[src/rtl/cov_bin_collector_if.sv]
// Bus bundle between the monitored-bus driver (master) and the coverage
// collector (slave). Carries the sampled bus fields, clear, readback index
// and all coverage results.
interface cov_bin_collector_if #(
  parameter int CMD_W  = 2,
  parameter int ADR_W  = 3,
  parameter int DATA_W = 8
);
  logic [CMD_W-1:0]       cmd;
  logic [ADR_W-1:0]       adr;
  logic [DATA_W-1:0]      data;
  logic                   clr;
  logic [CMD_W+ADR_W-1:0] rd_idx;
  logic [7:0]             rd_cnt;
  logic [CMD_W+ADR_W:0]   uniq_cnt;
  logic [15:0]            total_cnt;
  logic                   new_bin;
  logic                   done;
  logic [DATA_W-1:0]      sig;

  modport master (
    output cmd, adr, data, clr, rd_idx,
    input  rd_cnt, uniq_cnt, total_cnt, new_bin, done, sig
  );

  modport slave (
    input  cmd, adr, data, clr, rd_idx,
    output rd_cnt, uniq_cnt, total_cnt, new_bin, done, sig
  );
endinterface

[src/rtl/cov_bin_collector.sv]
// Functional-coverage bin collector. Every non-idle bus cycle is a sample
// landing in bin {cmd, adr}; tracks distinct bins hit, total samples
// (saturating), an XOR signature of sampled data and a sticky goal flag.
// Optional macro COV_HIT_CNT_EN adds per-bin 8-bit saturating hit counters
// with a registered, read-before-write readout on rd_cnt; without it rd_cnt
// is tied to 0.
module cov_bin_collector #(
  parameter int CMD_W  = 2,
  parameter int ADR_W  = 3,
  parameter int DATA_W = 8,
  parameter int GOAL   = 8
) (
  input logic clk,
  input logic rst,
  cov_bin_collector_if.slave bus
);
  localparam int IDX_W = CMD_W + ADR_W;
  localparam int NBINS = 1 << IDX_W;
  localparam logic [IDX_W:0] GOAL_V = (IDX_W+1)'(GOAL);

  logic              sample, is_new, wipe;
  logic [IDX_W-1:0]  idx;
  logic [NBINS-1:0]  bitmap_q, bitmap_d;
  logic [IDX_W:0]    uniq_q, uniq_d;
  logic [15:0]       total_q, total_d;
  logic [DATA_W-1:0] sig_q, sig_d;
  logic              new_bin_q, new_bin_d;
  logic              done_q, done_d;

  // clr and rst both wipe everything and override a coincident sample
  assign wipe = rst | bus.clr;

  // Sample decode and next-state for the shared coverage state
  always_comb begin
    sample    = (bus.cmd != '0);
    idx       = {bus.cmd, bus.adr};
    is_new    = sample && !bitmap_q[idx];
    bitmap_d  = bitmap_q;
    uniq_d    = uniq_q;
    total_d   = total_q;
    sig_d     = sig_q;
    new_bin_d = is_new;
    if (sample) begin
      bitmap_d[idx] = 1'b1;
      total_d       = (total_q == 16'hFFFF) ? total_q : total_q + 16'd1;
      sig_d         = sig_q ^ bus.data;
    end
    if (is_new) uniq_d = uniq_q + 1'b1;
    done_d = done_q | (uniq_d >= GOAL_V);
  end

  // Coverage state registers
  always_ff @(posedge clk) begin
    if (wipe) begin
      bitmap_q  <= '0;
      uniq_q    <= '0;
      total_q   <= '0;
      sig_q     <= '0;
      new_bin_q <= 1'b0;
      done_q    <= 1'b0;
    end else begin
      bitmap_q  <= bitmap_d;
      uniq_q    <= uniq_d;
      total_q   <= total_d;
      sig_q     <= sig_d;
      new_bin_q <= new_bin_d;
      done_q    <= done_d;
    end
  end

`ifdef COV_HIT_CNT_EN
  logic [7:0] cnt_q [NBINS];
  logic [7:0] rd_cnt_q;

  // Per-bin saturating counters; readout captures the pre-update value
  always_ff @(posedge clk) begin
    if (wipe) begin
      for (int i = 0; i < NBINS; i++) cnt_q[i] <= 8'd0;
      rd_cnt_q <= 8'd0;
    end else begin
      rd_cnt_q <= cnt_q[bus.rd_idx];
      if (sample && cnt_q[idx] != 8'hFF) cnt_q[idx] <= cnt_q[idx] + 8'd1;
    end
  end

  assign bus.rd_cnt = rd_cnt_q;
`else
  logic unused_rd_idx;
  assign unused_rd_idx = ^bus.rd_idx;
  assign bus.rd_cnt    = 8'd0;
`endif

  assign bus.uniq_cnt  = uniq_q;
  assign bus.total_cnt = total_q;
  assign bus.new_bin   = new_bin_q;
  assign bus.done      = done_q;
  assign bus.sig       = sig_q;
endmodule

[src/flat_wrapper.sv]
// flat-port wrapper written by rule: the top's interface ports become plain ports
module cov_bin_collector_flat 
#(
  parameter int CMD_W  = 2,
  parameter int ADR_W  = 3,
  parameter int DATA_W = 8,
  parameter int GOAL   = 8
)
  (clk, rst, bus_cmd, bus_adr, bus_data, bus_clr, bus_rd_idx, bus_rd_cnt, bus_uniq_cnt, bus_total_cnt, bus_new_bin, bus_done, bus_sig);
  cov_bin_collector_if #(.CMD_W(CMD_W), .ADR_W(ADR_W), .DATA_W(DATA_W)) bus_i ();
  input logic clk;
  input logic rst;
  input wire logic [$bits(bus_i.cmd)-1:0] bus_cmd;
  input wire logic [$bits(bus_i.adr)-1:0] bus_adr;
  input wire logic [$bits(bus_i.data)-1:0] bus_data;
  input wire logic [$bits(bus_i.clr)-1:0] bus_clr;
  input wire logic [$bits(bus_i.rd_idx)-1:0] bus_rd_idx;
  output wire logic [$bits(bus_i.rd_cnt)-1:0] bus_rd_cnt;
  output wire logic [$bits(bus_i.uniq_cnt)-1:0] bus_uniq_cnt;
  output wire logic [$bits(bus_i.total_cnt)-1:0] bus_total_cnt;
  output wire logic [$bits(bus_i.new_bin)-1:0] bus_new_bin;
  output wire logic [$bits(bus_i.done)-1:0] bus_done;
  output wire logic [$bits(bus_i.sig)-1:0] bus_sig;
  assign bus_i.cmd = bus_cmd;
  assign bus_i.adr = bus_adr;
  assign bus_i.data = bus_data;
  assign bus_i.clr = bus_clr;
  assign bus_i.rd_idx = bus_rd_idx;
  assign bus_rd_cnt = bus_i.rd_cnt;
  assign bus_uniq_cnt = bus_i.uniq_cnt;
  assign bus_total_cnt = bus_i.total_cnt;
  assign bus_new_bin = bus_i.new_bin;
  assign bus_done = bus_i.done;
  assign bus_sig = bus_i.sig;
  cov_bin_collector #(.CMD_W(CMD_W), .ADR_W(ADR_W), .DATA_W(DATA_W), .GOAL(GOAL)) u_core (.clk(clk), .rst(rst), .bus(bus_i));
endmodule
[config.mk]
export PLATFORM = sky130hd
export DESIGN_NAME = cov_bin_collector_flat
export DESIGN_NICKNAME = d
export VERILOG_FILES = /design/src/rtl/cov_bin_collector_if.sv /design/src/rtl/cov_bin_collector.sv /design/src/flat_wrapper.sv
export SDC_FILE = /design/constraint.sdc
export NUM_CORES = 1
export LEC_CHECK = 0
export ABC_AREA = 1
export ABC_CLOCK_PERIOD_IN_PS = 3700
export CAP_MARGIN = 15
export CORE_MARGIN = 2
export CORE_UTILIZATION = 55
export CTS_CLUSTER_DIAMETER = 200
export DETAILED_ROUTE_END_ITERATION = 7
export DONT_BUFFER_PORTS = 1
export PLACE_DENSITY = 0.79
export SETUP_SLACK_MARGIN = 0.02
export SYNTH_ARGS = -nofsm -noshare
export SYNTH_HDL_FRONTEND = slang
export SYNTH_SLANG_ARGS = --single-unit
[constraint.sdc]
create_clock -name clk -period 3.7 [get_ports clk]
set_input_delay 0.37 -clock clk [delete_from_list [all_inputs] [get_ports clk]]
set_output_delay 0.37 -clock clk [all_outputs]
set_load 0.1 [all_outputs]
==> results of run 1 <==
==> flip-flops by register name, summed over array words and instances, names as in the netlist <==
name / flops
u_core.bus.total_cnt: 16
u_core.bus.uniq_cnt: 6
u_core.bus.new_bin: 1
u_core.bitmap_q: 24
u_core.bus.done: 1
u_core.bus.sig: 8
==> report_power, final <==
| group | internal (W) | switching (W) | total, W |
|---|---|---|---|
| Clock | 0.000205 | 0.000193 | 0.000398 |
| Combinational | 0.0000200 | 0.0000965 | 0.000117 |
| Sequential | 0.000611 | 0.0000396 | 0.000651 |
| Total | 0.000836 | 0.000329 | 0.00117 |
==> worst max-delay path: cells and delay by family (launching register included) <==
family,cells,cell delay [ns]
buffers and inverters,1,0.23
DFF,1,0.31
AOI/OAI and AO/OA,2,0.25
and+or+nand+nor,6,1.15
adders and majority gates,1,0.27
==> layer usage <==
layer  routed length, um  vias to the layer above  global-route usage
met5                   0                        -                   0
met4                  59                        0              0.0947
met3                 392                        4              0.0625
met2                2590                       73               0.341
met1                2340                     1017               0.274
li1                    -                     1204                   -
==> cell families after synthesis <==
family	after synthesis
buffers and inverters	49
DFF	56
xor gates and xnor gates	4
and+or+nand+nor	189
AOI/OAI and AO/OA	62
adders and majority gates	2
other	1
==> layout by cell type (no fill, tap or decap), types with 2 or more instances in the layout <==
master	Yosys	layout
nor3_1	18	18
a31oi_1	2	2
o21ai_0	12	12
conb_1	1	8
clkbuf_8	0	5
nand4_1	7	7
xnor2_1	3	3
and3_1	11	11
dfxtp_1	56	56
inv_2	2	2
nor3b_1	3	3
nand2_1	87	87
nor2_2	2	2
o21bai_1	2	2
a21oi_1	45	45
nand3_1	12	12
nand2_2	2	2
nor2_1	44	44
ha_1	2	2
inv_1	27	27
buf_4	8	23
==> area by class of cell <==
| type | count | area share |
|---|---|---|
| Clock buffer | 6 | 0.0257 |
| Clock inverter | 2 | 0.0137 |
| Inverter | 29 | 0.0385 |
| Multi-Input combinational cell | 265 | 0.442 |
| Sequential cell | 56 | 0.396 |
| Tap cell | 52 | 0.0230 |
| Timing Repair Buffer | 23 | 0.0610 |
==> worst paths after layout <==
path                                         startpoint                      end  slack [ns]  cells past startpoint
worst min-delay path                        bus_data[6]        u_core.bus.sig[6]        0.27                      2
worst max-delay path            u_core.bus.total_cnt[0]  u_core.bus.total_cnt[7]        1.37                     10
worst min register to register      u_core.bitmap_q[12]      u_core.bitmap_q[12]        0.47                      2
worst max register to register  u_core.bus.total_cnt[0]  u_core.bus.total_cnt[7]        1.37                     10
==> metrics by stage <==
stage / setup WS [ns] / hold slack (ns) / utilization
after floorplan: 1.40 / 0.431 / -
after global placement: 1.49 / 0.443 / 0.611
after detailed placement: 1.43 / 0.452 / 0.611
after CTS: 1.41 / 0.257 / 0.637
after global routing: 1.22 / 0.259 / 0.637
final: 1.37 / 0.267 / 0.637
==> out/metrics.csv, run 1 <==
metric,value,unit
global-route congestion overflow total,0,
CP endpoint kind,flip-flop,
Setup TNS,0,ns
Post CTS Setup Buffer Count,0,
most area-hungry cell type in the Yosys netlist,dfxtp_1,
Mapped Area,2580,sq um
CP max FO,11,
PD cells,412,nW/um^2
Detail Placement HPWL,3710,um
sequential share of the synthesized area,0.434,
startpoint types,flip-flop,
post-synth top area share,0.434,
DP Cell Count,425,
Tightest Hold Check Type,primary input to flip-flop,
syn avg cell area,7.11,sq um
critical path class,flip-flop to flip-flop,
GRT Util Overall,0.215,
CTS tree,yes,
ant diodes,0,
cts bufs inserted,5,
clock root buffer,clkbuf_8,
Area Overhead vs Synth,9.60,%
Post-Synth XOR/XNOR Area,0.0136,
Initial Util,0.581,
Main synth FF type,dfxtp_1,
"Distinct cells, synth",30,
WP data arrival,2.53,ns
adder-cell area share of the yosys netlist,0.00969,
Final Setup Violations,0,
clock skew,0.0108,ns
DRC errors left,0,
Fmax achieved,0.430,GHz
first-pass GRT wire length,8900,um
RD Place Congestion,0.832,
final cell count without fillers,433,
Max Buffers Root-to-Sink,2,
"EDFF count, synth",0,
Rows,24,
worst-skew pair later-pin latency,0.31,ns
die height,72.5,um
post-synthesis register bit count,56,
Final min period,2.33,ns
largest family of logic cells by synthesized area,simple AND/OR/NAND/NOR gates,
share of layout cells above drive strength 1,0.102,
RSZ-0062 raised after global routing,no,
cells after synthesis,363,
final WL,5380,um
"Hold Violations, Final",0,
Finished Cell Area,2830,sq um
I/O pins,61,
Slew HR,0.316,
Placement Cell Area,2720,sq um
Static Leak,1.24,nW
Wirelength per Cell,12.4,um
outcome,"complete, no violations",
compound-cell area share of the yosys netlist,0.124,
Post-Synth Simple-Gate Area,0.325,
multi-input logic area,1250,sq um
Filler cells,402,
CP max stage cell,nor3_1,
synth top area cells,"dfxtp_1 43%, nand2_1 13%, a21oi_1 8.7%, nor2_1 6.4%, inv_1 3.9%",
clk sinks,56,
CP max stage delay,0.53,ns
"count leader, synth",nand2_1,
Final ANT Viol Nets,0,
worst endpoint required time,3.90,ns
maxcap violations,0,
"Slew Viols, Final",0,
Worst-path clk slew,0.10,ns
drt pass-1 iters,4,
Worst IR Drop VDD,0.263,mV
largest net degree at the start of global routing,26,
initial antenna violation count,0,
mux share of post-synthesis cell area,0,
Iter 0 DRT Violations,184,
H-tree Lvls,2,
ys async rst share,0,
Synthesis Warnings,0,
PortBufs,0,
Sequential Area,1120,sq um
hold buffer count at CTS,0,
via count,2298,
die area,5260,sq um
Tot Pwr,0.00117,W
DIE WIDTH,72.5,um
crit path cell chain,buf_4 > ha_1 > nand3_1 > nor2_1 > nand3_1 > nand2_1 > nor3_1 > nand2_1 > o21ai_0 > a21oi_1,
Commonest cells post-synth,"87 x nand2_1, 56 x dfxtp_1, 45 x a21oi_1",
Placeable Area,4440,sq um
nets@finish,403,
Tightest Pin Transition,1.02,ns
Via density,5.31,
fin crit share,0.629,
vias in the first global route,2017,
CTS resizes,0,
Power figures use the tool's default switching activity.
==> inputs of run 2 (changes only) <==
Settings changed: ABC_CLOCK_PERIOD_IN_PS 3700 to 2400.
Clock period 3.7 ns to 2.4 ns, I/O delays scaled along.
==> run 2 against run 1 <==
Combinational power increased by 100%. Non-clock buffer count increased by 11. Via count increased by 1.9%. Critical path depth decreased by 1. Utilization increased by 1.4 points. Final area increased by 2.2%. First-iteration DRC count decreased by 9.2%. Routed wire length increased by 3.8%. Sequential share of layout area decreased by 0.86 points. Flip-flop and latch count unchanged. Critical path type unchanged. Critical endpoint is now u_core.bus.total_cnt[10]. Largest cell class unchanged. Largest power group unchanged.
==> out/metrics.csv, run 2 (synthesis gave the netlist of run 1 again) <==
metric,value,unit
outcome,"complete, no violations",
Fmax achieved,0.528,GHz
Tightest Hold Check Type,primary input to flip-flop,
RSZ-0062 raised after global routing,no,
I/O pins,61,
via count,2341,
"Most flops, register",u_core.bitmap_q,
Largest register FFs,24,
RD Place Congestion,0.859,
CP endpoint kind,flip-flop,
DIE WIDTH,72.5,um
startpoint types,flip-flop,
fin crit share,0.789,
Final min period,1.89,ns
global-route congestion overflow total,0,
die area,5260,sq um
Worst-path clk slew,0.10,ns
Hold Path Origin,bus_data[2],
critical path class,flip-flop to flip-flop,
Final Setup Violations,0,
Hold Path Depth,2,
GRT Util Overall,0.224,
clk sinks,56,
PortBufs,0,
final WL,5590,um
Hold Worst Slack,0.133,ns
FF-to-FF path depth,9,
Placeable Area,4440,sq um
Via density,5.28,
Tightest Pin Transition,0.941,ns
Initial Util,0.581,
Area Overhead vs Synth,12.0,%
Max Buffers Root-to-Sink,2,
"Hold Violations, Final",0,
Final ANT Viol Nets,0,
"commonest non-fill, non-tap cell in the layout",nand2_1,
CP max FO,11,
clock skew,0.00684,ns
maxcap violations,0,
Wirelength per Cell,12.6,um
nets@finish,414,
CTS resizes,0,
hold buffer count at CTS,0,
WP data arrival,2.10,ns
reg2reg start,u_core.bus.total_cnt[0],
initial antenna violation count,0,
Detail Placement HPWL,3890,um
Rows,24,
Iter 0 DRT Violations,167,
DRC errors left,0,
CTS tree,yes,
H-tree Lvls,2,
FF-to-FF setup slack,0.51,ns
first-pass GRT wire length,9250,um
vias in the first global route,2210,
R2R Path End,u_core.bus.total_cnt[10],
most frequent cells in the layout,"87 x nand2_1, 56 x dfxtp_1, 45 x a21oi_1",
PD cells,594,nW/um^2
ant diodes,0,
largest net degree at the start of global routing,38,
worst endpoint required time,2.61,ns
Setup TNS,0,ns
Slew HR,0.372,
Hold EP,u_core.bus.sig[2],
cts bufs inserted,5,
"Slew Viols, Final",0,
die height,72.5,um
Tot Pwr,0.00172,W
clock root buffer,clkbuf_8,
share of layout cells above drive strength 1,0.128,
Static Leak,1.29,nW
worst-skew pair later-pin latency,0.31,ns
Post CTS Setup Buffer Count,0,
drt pass-1 iters,4,
Worst IR Drop VDD,0.312,mV
==> run 2: metrics by stage <==
step,util,setup slack (ns),instance area (sq um),std cells
2_1_floorplan,-,0.0955,2610,370
3_3_place_gp,0.630,0.557,2800,436
3_5_place_dp,0.630,0.536,2800,436
4_1_cts,0.651,0.505,2890,443
5_1_grt,0.651,0.320,2890,443
6_report,0.651,0.505,2890,443
==> run 2: area by class of cell <==
class | instances | area, sq um
sequential | 56 | 1120
tap | 52 | 65.1
inverter | 29 | 109
clock buffer | 6 | 82.6
fill | 401 | 1550
multi-input combinational | 265 | 1250
timing repair buffer | 34 | 255
clock inverter | 1 | 8.76
==> run 2: worst max path at each step <==
| stage | start | end | slack (ns) |
|---|---|---|---|
| final | u_core.bus.total_cnt[0] | u_core.bus.total_cnt[10] | 0.51 |
| after global routing | u_core.bus.total_cnt[0] | u_core.bus.total_cnt[8] | 0.32 |
| after detailed placement | u_core.bus.total_cnt[0] | u_core.bus.total_cnt[10] | 0.54 |
| after floorplan | u_core.bus.total_cnt[6] | u_core.bus.total_cnt[15] | 0.1 |
| after CTS | u_core.bus.total_cnt[0] | u_core.bus.total_cnt[8] | 0.51 |
| after global placement | u_core.bus.total_cnt[0] | u_core.bus.total_cnt[10] | 0.56 |
==> run 2: metal layers <==
layer / share of wire / track usage
met5: 0 / 0
met4: 0.019 / 0.0988
met3: 0.062 / 0.0611
met2: 0.49 / 0.390
met1: 0.43 / 0.257
==> run 2: worst max-delay path, stage by stage (launching register included) <==
cell and delay, ns:
dfxtp_1 0.36, ha_1 0.24, nand3_1 0.11, nor2_1 0.06, nand3_1 0.06, nand2_1 0.20, nor2_1 0.43, nand2_1 0.11
o21ai_0 0.17, a21oi_1 0.06
==> run 2: where the power goes <==
| group | switching [W] | total, W | internal, W |
|---|---|---|---|
| logic | 0.000197 | 0.000235 | 0.0000384 |
| registers | 0.0000154 | 0.000958 | 0.000943 |
| clock network | 0.000292 | 0.000523 | 0.000231 |
| total | 0.000504 | 0.00172 | 0.00121 |
==> inputs of run 3 (changes only) <==
Settings changed: ABC_CLOCK_PERIOD_IN_PS 2400 to 1800.
Clock period 2.4 ns to 1.8 ns, I/O delays scaled along.
==> run 3 against run 2 <==
Global-route usage increased by 0.42 points. Clock-buffer cell count decreased by 1. First-iteration DRC count decreased by 9.6%. Sequential share of layout area decreased by 0.19 points. Fmax increased by 14%. Die area unchanged. Register-to-register slack got worse by 0.36 ns. Worst setup slack got worse by 0.36 ns. Combinational power increased by 43%. Critical endpoint is now u_core.bus.total_cnt[12]. Highest routed layer unchanged.
==> out/metrics.csv, run 3 (synthesis gave the netlist of run 1 again) <==
metric,value,unit
outcome,"complete, no violations",
CTS tree,yes,
DP Cell Count,445,
die height,72.5,um
first-pass GRT wire length,9670,um
"Slew Viols, Final",0,
Rows,24,
Placeable Area,4440,sq um
Tightest Hold Check Type,primary input to flip-flop,
Fmax achieved,0.604,GHz
most frequent CP cell,nand3_1,
final WL,5610,um
CP top delay family,simple AND/OR/NAND/NOR gates,
startpoint types,flip-flop,
Final min period,1.66,ns
clock root buffer,clkbuf_8,
vias in the first global route,2310,
DRC errors left,0,
Hold Worst Slack,0.0693,ns
WP data arrival,1.85,ns
final cell count without fillers,453,
Initial Util,0.581,
Max Buffers Root-to-Sink,2,
die area,5260,sq um
I/O pins,61,
initial antenna violation count,0,
Detail Placement HPWL,3920,um
critical path class,flip-flop to flip-flop,
global-route congestion overflow total,0,
clock skew,0.00293,ns
maxcap violations,0,
worst-skew pair later-pin latency,0.31,ns
GRT Util Overall,0.228,
CP endpoint kind,flip-flop,
Placement Cell Area,2910,sq um
nets@finish,423,
CP max stage delay,0.37,ns
most frequent cells in the layout,"86 x nand2_1, 45 x a21oi_1, 44 x nor2_1",
"commonest non-fill, non-tap cell in the layout",nand2_1,
DIE WIDTH,72.5,um
Largest register FFs,24,
Post CTS Setup Buffer Count,0,
clk sinks,56,
Iter 0 DRT Violations,151,
crit path cell chain,ha_1 > nand3_1 > nor2_1 > nand3_1 > nand2_2 > buf_4 > inv_1 > a21oi_1 > nor3_2,
Filler cells,370,
PD cells,766,nW/um^2
largest net degree at the start of global routing,41,
Worst IR Drop VDD,0.705,mV
RSZ-0062 raised after global routing,no,
Wirelength per Cell,12.4,um
drt pass-1 iters,4,
Buf/Inv on CP,2,
PortBufs,0,
H-tree Lvls,2,
Static Leak,1.35,nW
Final ANT Viol Nets,0,
CP max FO,6,
"Hold Violations, Final",0,
cts bufs inserted,5,
"Most flops, register",u_core.bitmap_q,
Worst-path clk slew,0.10,ns
CP max stage cell,dfxtp_4,
Final Setup Violations,0,
Slew HR,0.662,
Area Overhead vs Synth,16.7,%
fin crit share,0.920,
Finished Cell Area,3010,sq um
Via density,5.27,
Tightest Pin Transition,0.505,ns
RD Place Congestion,0.860,
worst endpoint required time,1.99,ns
ant diodes,0,
share of layout cells above drive strength 1,0.209,
via count,2386,
## run 3: cell types whose count changed in the layout (fill, tap and decap cells not counted)
cell | before | now
nand2_2 | 2 | 3
inv_6 | 0 | 1
nand2_1 | 87 | 86
clkbuf_8 | 6 | 5
clkinv_2 | 0 | 1
nor3_1 | 18 | 16
nor3_2 | 1 | 3
dfxtp_1 | 56 | 35
dfxtp_4 | 0 | 6
buf_4 | 34 | 43
dfxtp_2 | 0 | 15
## run 3: power breakdown
part	switching (W)	leakage [nW]	internal (W)	total, W
registers	0.0000102	0.465	0.00125	0.00126
clock network	0.000431	0.0485	0.000280	0.000711
logic	0.000275	0.833	0.0000599	0.000335
## run 3: area by class of cell
type | count | area (sq um) | share of cell area
multi-input cells | 265 | 1260 | 0.419
flip-flops and latches | 56 | 1160 | 0.386
repair buffers | 43 | 323 | 0.107
inverters | 29 | 109 | 0.0361
clock buffers | 5 | 68.8 | 0.0228
well taps | 52 | 65.1 | 0.0216
clock inverters | 3 | 22.5 | 0.00748
## run 3: worst paths after layout
path	from	end	slack [ns]	cells past startpoint
worst max-delay path	u_core.bus.total_cnt[0]	u_core.bus.total_cnt[12]	0.14	9
worst min-delay path	bus_data[3]	u_core.bus.sig[3]	0.07	2
worst max register to register	u_core.bus.total_cnt[0]	u_core.bus.total_cnt[12]	0.14	9
worst min register to register	u_core.bitmap_q[12]	u_core.bitmap_q[12]	0.46	2
## run 3: per-stage QoR
| step | setup TNS, ns | utilization | power [W] | worst slack, ns |
|---|---|---|---|---|
| after floorplan | -0.0570 | - | 0.00159 | -0.0570 |
| after global placement | 0 | 0.655 | 0.00162 | 0.213 |
| after detailed placement | 0 | 0.655 | 0.00162 | 0.0904 |
| after CTS | 0 | 0.675 | 0.00232 | 0.0659 |
| after global routing | 0 | 0.678 | 0.00238 | 0.0144 |
| final | 0 | 0.678 | 0.00231 | 0.143 |
## run 3: layer usage
| metal | wire, um | up-vias | part of all wire | GRT usage |
|---|---|---|---|---|
| met5 | 0 | - | 0 | 0 |
| met4 | 77 | 0 | 0.014 | 0.0782 |
| met3 | 362 | 9 | 0.065 | 0.0556 |
| met2 | 2640 | 67 | 0.47 | 0.396 |
| met1 | 2530 | 1072 | 0.45 | 0.277 |
| li1 | - | 1238 | - | - |
## run 3: what timing repair did
| item | 4_1_cts | 5_1_grt |
|---|---|---|
| gates resized for setup | 0 | 3 |
| hold buffers | 0 | 0 |
| setup endpoints to repair | 0 | 8 |
## run 3: worst register-to-register path, delay by kind of cell, from the launching register on
| family | cells | cell delay (ns) |
|---|---|---|
| simple gates | 5 | 0.54 |
| compound gates | 1 | 0.18 |
| fa+ha+maj | 1 | 0.19 |
| buf+inv | 2 | 0.26 |
| flops | 1 | 0.37 |
